==> src/rtl/rf_wb_arbiter_if.sv <==
// Writeback bus between the ALU / load-return sources and the regfile write arbiter.
// The arbiter connects through the slave modport; the sources and regfile side use master.
interface rf_wb_arbiter_if #(
    parameter int unsigned BITS   = 32,
    parameter int unsigned ADDR_W = 5
);
    logic              alu_valid;
    logic              alu_ready;
    logic [ADDR_W-1:0] alu_addr;
    logic [BITS-1:0]   alu_data;
    logic [3:0]        alu_byte_en;

    logic              ld_valid;
    logic              ld_ready;
    logic [ADDR_W-1:0] ld_addr;
    logic [BITS-1:0]   ld_data;
    logic [3:0]        ld_byte_en;

    logic              rf_rw_;
    logic [ADDR_W-1:0] rf_waddr;
    logic [BITS-1:0]   rf_wdata;
    logic [3:0]        rf_byte_en;
    logic              ld_pending;

    modport master (
        output alu_valid, alu_addr, alu_data, alu_byte_en,
        output ld_valid, ld_addr, ld_data, ld_byte_en,
        input  alu_ready, ld_ready,
        input  rf_rw_, rf_waddr, rf_wdata, rf_byte_en, ld_pending
    );

    modport slave (
        input  alu_valid, alu_addr, alu_data, alu_byte_en,
        input  ld_valid, ld_addr, ld_data, ld_byte_en,
        output alu_ready, ld_ready,
        output rf_rw_, rf_waddr, rf_wdata, rf_byte_en, ld_pending
    );
endinterface

==> src/rtl/rf_wb_arbiter.sv <==
// Regfile write-port arbiter: ALU has fixed priority, loads are FIFO-buffered with a starvation bound.
// Optional combinational write forwarding is enabled by defining RF_WB_FWD_EN.
module rf_wb_arbiter #(
    parameter int unsigned BITS       = 32,
    parameter int unsigned ADDR_W     = 5,
    parameter int unsigned DEPTH      = 2,
    parameter int unsigned STARVE_MAX = 4
) (
    input  logic              clk,
    input  logic              rst_,
    rf_wb_arbiter_if.slave    bus
`ifdef RF_WB_FWD_EN
    ,
    input  logic [ADDR_W-1:0] fwd_addr,
    output logic              fwd_hit,
    output logic [BITS-1:0]   fwd_data
`endif
);
    localparam int unsigned IDX_W = $clog2(DEPTH);
    localparam int unsigned PTR_W = IDX_W + 1;
    localparam int unsigned SC_W  = $clog2(STARVE_MAX + 1);

    function automatic logic [3:0] norm_be(input logic [3:0] be);
        logic [3:0] r;
        case (be)
            4'b0001, 4'b0011, 4'b1111: r = be;
            default:                   r = 4'b1111;
        endcase
        return r;
    endfunction

    logic [ADDR_W-1:0] fifo_addr [DEPTH];
    logic [BITS-1:0]   fifo_data [DEPTH];
    logic [3:0]        fifo_be   [DEPTH];
    logic [PTR_W-1:0]  wr_ptr;
    logic [PTR_W-1:0]  rd_ptr;
    logic [SC_W-1:0]   starve_cnt;

    logic empty;
    logic full;
    logic push;
    logic force_ld;
    logic grant_alu;
    logic grant_ld;

    logic              rf_rw_q;
    logic [ADDR_W-1:0] rf_waddr_q;
    logic [BITS-1:0]   rf_wdata_q;
    logic [3:0]        rf_byte_en_q;

    logic [IDX_W-1:0] rd_idx;
    logic [IDX_W-1:0] wr_idx;

    assign rd_idx = rd_ptr[IDX_W-1:0];
    assign wr_idx = wr_ptr[IDX_W-1:0];
    assign empty  = (wr_ptr == rd_ptr);
    assign full   = (wr_idx == rd_idx) && (wr_ptr[IDX_W] != rd_ptr[IDX_W]);
    assign push   = bus.ld_valid && !full;

    assign force_ld  = (starve_cnt == SC_W'(STARVE_MAX)) && !empty;
    assign grant_alu = bus.alu_valid && !force_ld;
    assign grant_ld  = !grant_alu && !empty;

    assign bus.alu_ready  = !force_ld;
    assign bus.ld_ready   = !full;
    assign bus.ld_pending = !empty;
    assign bus.rf_rw_     = rf_rw_q;
    assign bus.rf_waddr   = rf_waddr_q;
    assign bus.rf_wdata   = rf_wdata_q;
    assign bus.rf_byte_en = rf_byte_en_q;

    // Byte enables are normalised on entry so the head and forwarding paths see final values.
    always_ff @(posedge clk) begin
        if (push) begin
            fifo_addr[wr_idx] <= bus.ld_addr;
            fifo_data[wr_idx] <= bus.ld_data;
            fifo_be[wr_idx]   <= norm_be(bus.ld_byte_en);
        end
    end

    always_ff @(posedge clk or negedge rst_) begin
        if (!rst_) begin
            wr_ptr     <= '0;
            rd_ptr     <= '0;
            starve_cnt <= '0;
        end else begin
            if (push)
                wr_ptr <= wr_ptr + PTR_W'(1);
            if (grant_ld)
                rd_ptr <= rd_ptr + PTR_W'(1);
            if (grant_ld || empty)
                starve_cnt <= '0;
            else if (grant_alu && starve_cnt != SC_W'(STARVE_MAX))
                starve_cnt <= starve_cnt + SC_W'(1);
        end
    end

    // Writes to register 0 are consumed by the grant but leave rw_ deasserted.
    always_ff @(posedge clk or negedge rst_) begin
        if (!rst_) begin
            rf_rw_q      <= 1'b1;
            rf_waddr_q   <= '0;
            rf_wdata_q   <= '0;
            rf_byte_en_q <= '0;
        end else if (grant_alu) begin
            rf_rw_q      <= (bus.alu_addr == '0);
            rf_waddr_q   <= bus.alu_addr;
            rf_wdata_q   <= bus.alu_data;
            rf_byte_en_q <= norm_be(bus.alu_byte_en);
        end else if (grant_ld) begin
            rf_rw_q      <= (fifo_addr[rd_idx] == '0);
            rf_waddr_q   <= fifo_addr[rd_idx];
            rf_wdata_q   <= fifo_data[rd_idx];
            rf_byte_en_q <= fifo_be[rd_idx];
        end else begin
            rf_rw_q <= 1'b1;
        end
    end

`ifdef RF_WB_FWD_EN
    logic [PTR_W-1:0] count;
    logic             q_hit;
    logic [BITS-1:0]  q_data;
    logic [3:0]       q_be;

    assign count = wr_ptr - rd_ptr;

    // Walk oldest to youngest so the last match left standing is the youngest entry.
    always_comb begin
        q_hit  = 1'b0;
        q_data = '0;
        q_be   = '0;
        for (int unsigned i = 0; i < DEPTH; i++) begin
            if (PTR_W'(i) < count && fifo_addr[IDX_W'(rd_ptr + PTR_W'(i))] == fwd_addr) begin
                q_hit  = 1'b1;
                q_data = fifo_data[IDX_W'(rd_ptr + PTR_W'(i))];
                q_be   = fifo_be[IDX_W'(rd_ptr + PTR_W'(i))];
            end
        end
    end

    always_comb begin
        fwd_hit  = 1'b0;
        fwd_data = '0;
        if (fwd_addr != '0) begin
            if (!rf_rw_q && rf_waddr_q == fwd_addr) begin
                fwd_hit  = (rf_byte_en_q == 4'b1111);
                fwd_data = rf_wdata_q;
            end else if (q_hit) begin
                fwd_hit  = (q_be == 4'b1111);
                fwd_data = q_data;
            end
        end
    end
`endif
endmodule

==> src/flat_wrapper.sv <==
// flat-port wrapper written by rule: the top's interface ports become plain ports
module rf_wb_arbiter_flat 
#(
    parameter int unsigned BITS       = 32,
    parameter int unsigned ADDR_W     = 5,
    parameter int unsigned DEPTH      = 2,
    parameter int unsigned STARVE_MAX = 4
)
  (clk, rst_, bus_alu_valid, bus_alu_addr, bus_alu_data, bus_alu_byte_en, bus_ld_valid, bus_ld_addr, bus_ld_data, bus_ld_byte_en, bus_alu_ready, bus_ld_ready, bus_rf_rw_, bus_rf_waddr, bus_rf_wdata, bus_rf_byte_en, bus_ld_pending);
  rf_wb_arbiter_if #(.BITS(BITS), .ADDR_W(ADDR_W)) bus_i ();
  input  logic clk;
  input  logic rst_;
  input wire logic [$bits(bus_i.alu_valid)-1:0] bus_alu_valid;
  input wire logic [$bits(bus_i.alu_addr)-1:0] bus_alu_addr;
  input wire logic [$bits(bus_i.alu_data)-1:0] bus_alu_data;
  input wire logic [$bits(bus_i.alu_byte_en)-1:0] bus_alu_byte_en;
  input wire logic [$bits(bus_i.ld_valid)-1:0] bus_ld_valid;
  input wire logic [$bits(bus_i.ld_addr)-1:0] bus_ld_addr;
  input wire logic [$bits(bus_i.ld_data)-1:0] bus_ld_data;
  input wire logic [$bits(bus_i.ld_byte_en)-1:0] bus_ld_byte_en;
  output wire logic [$bits(bus_i.alu_ready)-1:0] bus_alu_ready;
  output wire logic [$bits(bus_i.ld_ready)-1:0] bus_ld_ready;
  output wire logic [$bits(bus_i.rf_rw_)-1:0] bus_rf_rw_;
  output wire logic [$bits(bus_i.rf_waddr)-1:0] bus_rf_waddr;
  output wire logic [$bits(bus_i.rf_wdata)-1:0] bus_rf_wdata;
  output wire logic [$bits(bus_i.rf_byte_en)-1:0] bus_rf_byte_en;
  output wire logic [$bits(bus_i.ld_pending)-1:0] bus_ld_pending;
  assign bus_i.alu_valid = bus_alu_valid;
  assign bus_i.alu_addr = bus_alu_addr;
  assign bus_i.alu_data = bus_alu_data;
  assign bus_i.alu_byte_en = bus_alu_byte_en;
  assign bus_i.ld_valid = bus_ld_valid;
  assign bus_i.ld_addr = bus_ld_addr;
  assign bus_i.ld_data = bus_ld_data;
  assign bus_i.ld_byte_en = bus_ld_byte_en;
  assign bus_alu_ready = bus_i.alu_ready;
  assign bus_ld_ready = bus_i.ld_ready;
  assign bus_rf_rw_ = bus_i.rf_rw_;
  assign bus_rf_waddr = bus_i.rf_waddr;
  assign bus_rf_wdata = bus_i.rf_wdata;
  assign bus_rf_byte_en = bus_i.rf_byte_en;
  assign bus_ld_pending = bus_i.ld_pending;
  rf_wb_arbiter #(.BITS(BITS), .ADDR_W(ADDR_W), .DEPTH(DEPTH), .STARVE_MAX(STARVE_MAX)) u_core (.clk(clk), .rst_(rst_), .bus(bus_i));
endmodule
==> config.mk <==
export PLATFORM = sky130hd
export DESIGN_NAME = rf_wb_arbiter_flat
export DESIGN_NICKNAME = d
export VERILOG_FILES = /design/src/rtl/rf_wb_arbiter_if.sv /design/src/rtl/rf_wb_arbiter.sv /design/src/flat_wrapper.sv
export SDC_FILE = /design/constraint.sdc
export NUM_CORES = 1
export LEC_CHECK = 0
export CAP_MARGIN = 20
export CORE_AREA = 2 2 107 109
export DETAILED_ROUTE_END_ITERATION = 10
export DIE_AREA = 0 0 109 111
export PLACE_DENSITY = 0.84
export SYNTH_ARGS = -nofsm -noshare
export SYNTH_HDL_FRONTEND = slang
export SYNTH_SLANG_ARGS = --single-unit
export TNS_END_PERCENT = 1
==> constraint.sdc <==
create_clock -name clk -period 5 [get_ports clk]
set_clock_uncertainty 0.2 [all_clocks]
set_input_delay 1 -clock clk [delete_from_list [all_inputs] [get_ports clk]]
set_output_delay 1 -clock clk [all_outputs]
set_load 0.01 [all_outputs]
Word level (Yosys, flattened, before mapping)
Memories as Yosys holds them, arrays and structs flattened.
Cells that the tools add are included.
{"block": "word_totals", "regBits": 49, "latch_bits": 0, "mem_bits_rw": 82, "mem_bits_ro": 0, "output_inout_bits": 45, "word_cells": 56, "memories": 3}
{"name": "u_core.fifo_data", "words": 2, "width": 32, "rd": 1, "rd_clocked_by_memory_dff": 0, "wr": 1, "line_no": "rf_wb_arbiter.sv:33", "source": "logic [BITS-1:0] fifo_data [DEPTH];"}
{"name": "u_core.fifo_addr", "words": 2, "width": 5, "rd": 1, "rd_clocked_by_memory_dff": 0, "wr": 1, "line_no": "rf_wb_arbiter.sv:32", "source": "logic [ADDR_W-1:0] fifo_addr [DEPTH];"}
{"name": "u_core.fifo_be", "words": 2, "width": 4, "rd": 1, "rd_clocked_by_memory_dff": 0, "wr": 1, "line_no": "rf_wb_arbiter.sv:34", "source": "logic [3:0] fifo_be [DEPTH];"}
{"block": "classes", "addsub": 3, "mul": 0, "div_mod_pow": 0, "n_lt_le_gt_ge": 0, "n_eq_ne": 11, "n_shift": 0, "mux": 15, "bitwise": 0, "reduce_logical": 17}
{"operator": "32-bit two-way mux", "n": 2}
{"operator": "4-bit two-way mux", "n": 5}
{"operator": "5-bit zero test", "n": 2}
{"operator": "5-bit two-way mux", "n": 2}
{"operator": "4-bit by 1-bit == test with 1-bit output (second input constant)", "n": 2}
{"operator": "4-bit by 2-bit == test with 1-bit output (second input constant)", "n": 2}
{"operator": "4-bit == test (second input constant)", "n": 2}
{"operator": "1-bit logical AND", "n": 6}
{"operator": "3-bit two-way mux", "n": 2}
{"operator": "3-bit OR reduction", "n": 2}
{"operator": "2-bit by 1-bit adder with 2-bit output (second input constant)", "n": 2}
{"operator": "1-bit zero test", "n": 4}
{"operator": "1-bit two-way mux", "n": 4}
{"operator": "2-bit nonzero test", "n": 2}
{"operator": "3-bit by 1-bit adder with 3-bit output (second input constant)", "n": 1}
{"operator": "3-bit == test (second input constant)", "n": 1}
{"operator": "3-bit != test (second input constant)", "n": 1}
{"operator": "2-bit == test", "n": 1}
{"operator": "1-bit == test", "n": 1}
{"operator": "1-bit logical OR", "n": 1}
{"operator": "1-bit != test", "n": 1}

Depth between registers and ports, before layout
{"block": "depth", "ltp_word": 9, "ltp_mapped": 7, "mapped_depth_nobuf": 7}

Worst setup path after synthesis
No wires, ideal clock.
{"block": "synth_path", "path_kind": "input to register", "from": "in bus_ld_valid", "to": "mem u_core.fifo_addr[0][0] (enable)", "setup_time_ps": 439, "arrival_ps": 2801, "required_time_ps": 4361, "path_slack_ps": 1560, "cell_stages": 2, "path_cell_list": "nand2_1 > nor2_1"}
{"block": "synth_between", "elab_chain_len": 3}
{"item": "start, declared", "line_no": "flat_wrapper.sv:17", "source": "input wire logic [$bits(bus_i.ld_valid)-1:0] bus_ld_valid;"}
{"item": "1-bit logical AND", "line_no": "rf_wb_arbiter.sv:58", "source": "assign push = bus.ld_valid && !full;"}
{"item": "1-bit two-way mux", "line_no": "rf_wb_arbiter.sv:74", "source": "if (push) begin"}
{"item": "1-bit two-way mux (implied by the code)", "line_no": "rf_wb_arbiter.sv:75", "source": "fifo_addr[wr_idx] <= bus.ld_addr;"}
{"item": "end, declared", "line_no": "rf_wb_arbiter.sv:32"}
Every way passes these cells.

Final worst setup path
{"block": "layout_path", "from": "reg u_core.wr_ptr[0]", "to": "out bus_alu_ready"}
{"block": "layout_between", "elab_chain_len": 4}
{"item": "start, declared", "line_no": "rf_wb_arbiter.sv:35", "source": "logic [PTR_W-1:0] wr_ptr;"}
{"item": "start signal, assigned", "line_no": "rf_wb_arbiter.sv:88", "source": "wr_ptr <= wr_ptr + PTR_W'(1);"}
{"item": "2-bit == test", "line_no": "rf_wb_arbiter.sv:56", "source": "assign empty = (wr_ptr == rd_ptr);"}
{"item": "1-bit zero test", "line_no": "rf_wb_arbiter.sv:60", "source": "assign force_ld = (starve_cnt == SC_W'(STARVE_MAX)) && !empty;"}
{"item": "1-bit logical AND", "line_no": "rf_wb_arbiter.sv:60"}
{"item": "1-bit zero test", "line_no": "rf_wb_arbiter.sv:64", "source": "assign bus.alu_ready = !force_ld;"}
{"item": "end, declared", "line_no": "flat_wrapper.sv:21", "source": "output wire logic [$bits(bus_i.alu_ready)-1:0] bus_alu_ready;"}
Every way passes these cells.

==> flow_metrics.py <==
metrics = {
    "status": {
        "outcome": "finished clean",
    },
    "worst_setup_path": {
        "critical_path.max_stage_delay_ps": 570,
        "path_class": "flip-flop to output port",
        "crit_arrival_ps": 2260,
        "endpoint_kind": "output port",
        "cp_cell_sequence": "xnor2_2 > a21oi_4 > inv_2 > clkdlybuf4s50_1",
        "crit_slowest_cell": "clkdlybuf4s50_1",
        "critPathLaunchType": "flip-flop",
        "cp.required_ps": 3800,
        "cp_num_buf_inv": 2,
        "worstPathMaxFanout": 8,
        "cp_top_family": "buffers and inverters",
    },
    "route": {
        "drt-met1-wl_microns": 5530,
        "dr.max_layer_used": "met4",
        "antenna_left": 0,
        "first_pass_iters": 5,
        "routedWlPerCell_microns": 19.2,
        "wl_met3_microns": 965,
        "drtIter0Drc": 301,
        "via_per_inst": 5.81,
        "routed_wl_microns": 13900,
        "drc": 0,
        "num_vias": 4200,
        "met2WireLength_microns": 7180,
    },
    "clock_network": {
        "cts_buffers": 17,
        "cts_resized": 0,
        "clock_path_buffers": 2,
        "ctsRootBufferMaster": "clkbuf_16",
        "cts_setup_buffers": 0,
        "ctsHoldBuffers": 0,
        "clk_pin_slew_worst_paths_ps": 60,
        "clock_latency_ps": 400,
        "htreeDepth": 4,
        "cts_tree": "yes",
        "cts.sinks": 131,
    },
    "timing": {
        "tightest_slew_ps": 1020,
        "finalCritPeriodShare": 0.691,
        "setup_violations": 0,
        "max_freq_ghz": 0.289,
        "tns_ps": 0,
        "post-route-min-period_ps": 3460,
        "slew_violations": 0,
        "max-slew-margin-rel": 0.322,
        "rsz0062_at_grt": "false",
        "hold_viol_final": 0,
    },
    "final_layout": {
        "fin_util": 0.699,
        "stdcell_count": 723,
        "drive_above_1_share": 0.128,
        "fin_nets": 655,
        "fillers": 744,
        "antenna_cells": 0,
        "syn_to_final_growth_pct": 33.4,
    },
    "synthesis": {
        "ys_ff_latch": 131,
        "syn_avg_cell_area_sq_um": 13.0,
        "post-synth-top-count-cell": "edfxtp_1",
        "yosys_warnings": 0,
        "yosysSeqAreaShare": 0.635,
        "synthArstFlopShare": 0.374,
        "syn_area_sq_um": 5810,
        "yosys-top-cells-area": "edfxtp_1, dfrtp_1, mux2i_1",
        "synth_common_cells": "edfxtp_1, dfrtp_1, a21oi_1, mux2i_1, nor3_1",
        "synth_flop_cell": "edfxtp_1",
        "netlist.area_leader.share": 0.424,
        "synth_cell_types": 40,
        "synth-edff-count": 82,
        "synthCells": 447,
        "yosys.area.top_type": "edfxtp_1",
    },
    "placement": {
        "dp.cells": 691,
        "dp_hpwl_microns": 8480,
        "gp_congestion": 0.822,
        "portBuffers": 130,
    },
    "grt": {
        "track_usage": 0.240,
        "antenna_found_initial": 0,
        "grt_max_degree": 77,
        "grt_pass1_vias": 4419,
        "gr-total-overflow": 0,
        "grt_pass1_wl_microns": 22200,
    },
    "run": {
        "drv_cap": 0,
    },
    "die": {
        "io_pins": 131,
        "fp.dieW_microns": 109,
        "core-area_sq_um": 11100,
        "initial_core_util": 0.524,
        "die_h_microns": 111,
        "dieArea_sq_um": 12100,
        "std_cell_rows": 39,
    },
    "worst_hold_path": {
        "hold_path.class": "flip-flop to flip-flop",
    },
    "power_and_ir_drop": {
        "ir_drop_uv": 404,
        "power.leakage_nw": 2.74,
        "power_density_nw_per_um2": 649,
    },
}
final cells by class:
class	count	area [sq um]	area share
Clock buffer	19	433	0.0559
Clock inverter	13	114	0.0147
Inverter	5	18.8	0.00242
Multi-Input combinational cell	275	1950	0.252
Sequential cell	131	3690	0.477
Tap cell	143	179	0.0231
Timing Repair Buffer	137	1360	0.175
state kept, by name, indices dropped and copies added, names as in the netlist:
name and flops:
u_core.bus.rf_wdata 32, u_core.bus.rf_rw_ 1, u_core.wr_ptr 2, u_core.starve_cnt 3, u_core.rd_ptr 2, u_core.fifo_addr 10
u_core.bus.rf_byte_en 4, u_core.bus.rf_waddr 5, u_core.fifo_data 64, u_core.fifo_be 8
per-stage QoR:
step	area [sq um]	total power, W	hold WS (ps)	setup WS (ps)
final	7740	0.00503	289	1540
after global routing	7740	0.00532	306	1490
after CTS	7740	0.00504	284	1560
after detailed placement	7200	0.00389	275	2040
after global placement	7180	0.00377	248	1890
after floorplan	5810	0.00308	236	1560
placed cells by master, fill, tap and decap left out, drive strengths merged, types with 4 or more instances in the layout:
cell type      synthesis  layout
nand2                 11      11
o21ai                 41      41
nor2                   5       5
or3                   35      35
clkdlybuf4s50          0     128
inv                    5       6
clkbuf                16      19
nor3                  38      38
dfrtp                 48      48
edfxtp                82      82
buf                   21       9
clkinvlp               0       5
xnor2                  4       4
a21oi                 41      41
mux2i                 38      38
a211oi                35      35
clkinv                 0       6
xor2                   4       4
mux2                   4       4
o221a                  4       4
where the power goes:
part / total (W) / internal, W / leakage, nW / switching (W)
Combinational: 0.00212 / 0.000904 / 1.18 / 0.00122
Sequential: 0.00177 / 0.00159 / 1.31 / 0.000179
Clock: 0.00113 / 0.000681 / 0.255 / 0.000448
Total: 0.00503 / 0.00318 / 2.74 / 0.00185
routing by layer:
metal / GRT usage / vias up
met5: 0 / -
li1: - / 1946
met2: 0.408 / 172
met4: 0.0675 / 0
met3: 0.0588 / 16
met1: 0.303 / 2066
cell families after synthesis:
logic type,after synthesis,share of synthesized area
adders and majority gates,2,0.00431
and+or+nand+nor,96,0.0903
buffers and inverters,42,0.0368
DFF,131,0.635
xor gates and xnor gates,8,0.0147
muxes,42,0.0733
other,1,0.000646
AOI/OAI and AO/OA,125,0.145
final timing paths:
kind	slack, ps	cells after the start	from	end
hold / removal	290	1	u_core.starve_cnt[0]	u_core.starve_cnt[0]
min in group asynchronous	510	2	rst_	u_core.bus.rf_wdata[17]
setup reg to reg	2020	6	u_core.rd_ptr[0]	u_core.bus.rf_wdata[11]
setup / recovery	1540	4	u_core.wr_ptr[0]	bus_alu_ready
hold reg to reg	290	1	u_core.starve_cnt[0]	u_core.starve_cnt[0]
max in group asynchronous	3610	2	rst_	u_core.rd_ptr[0]
Note: power is estimated with default switching activity, not from simulation.
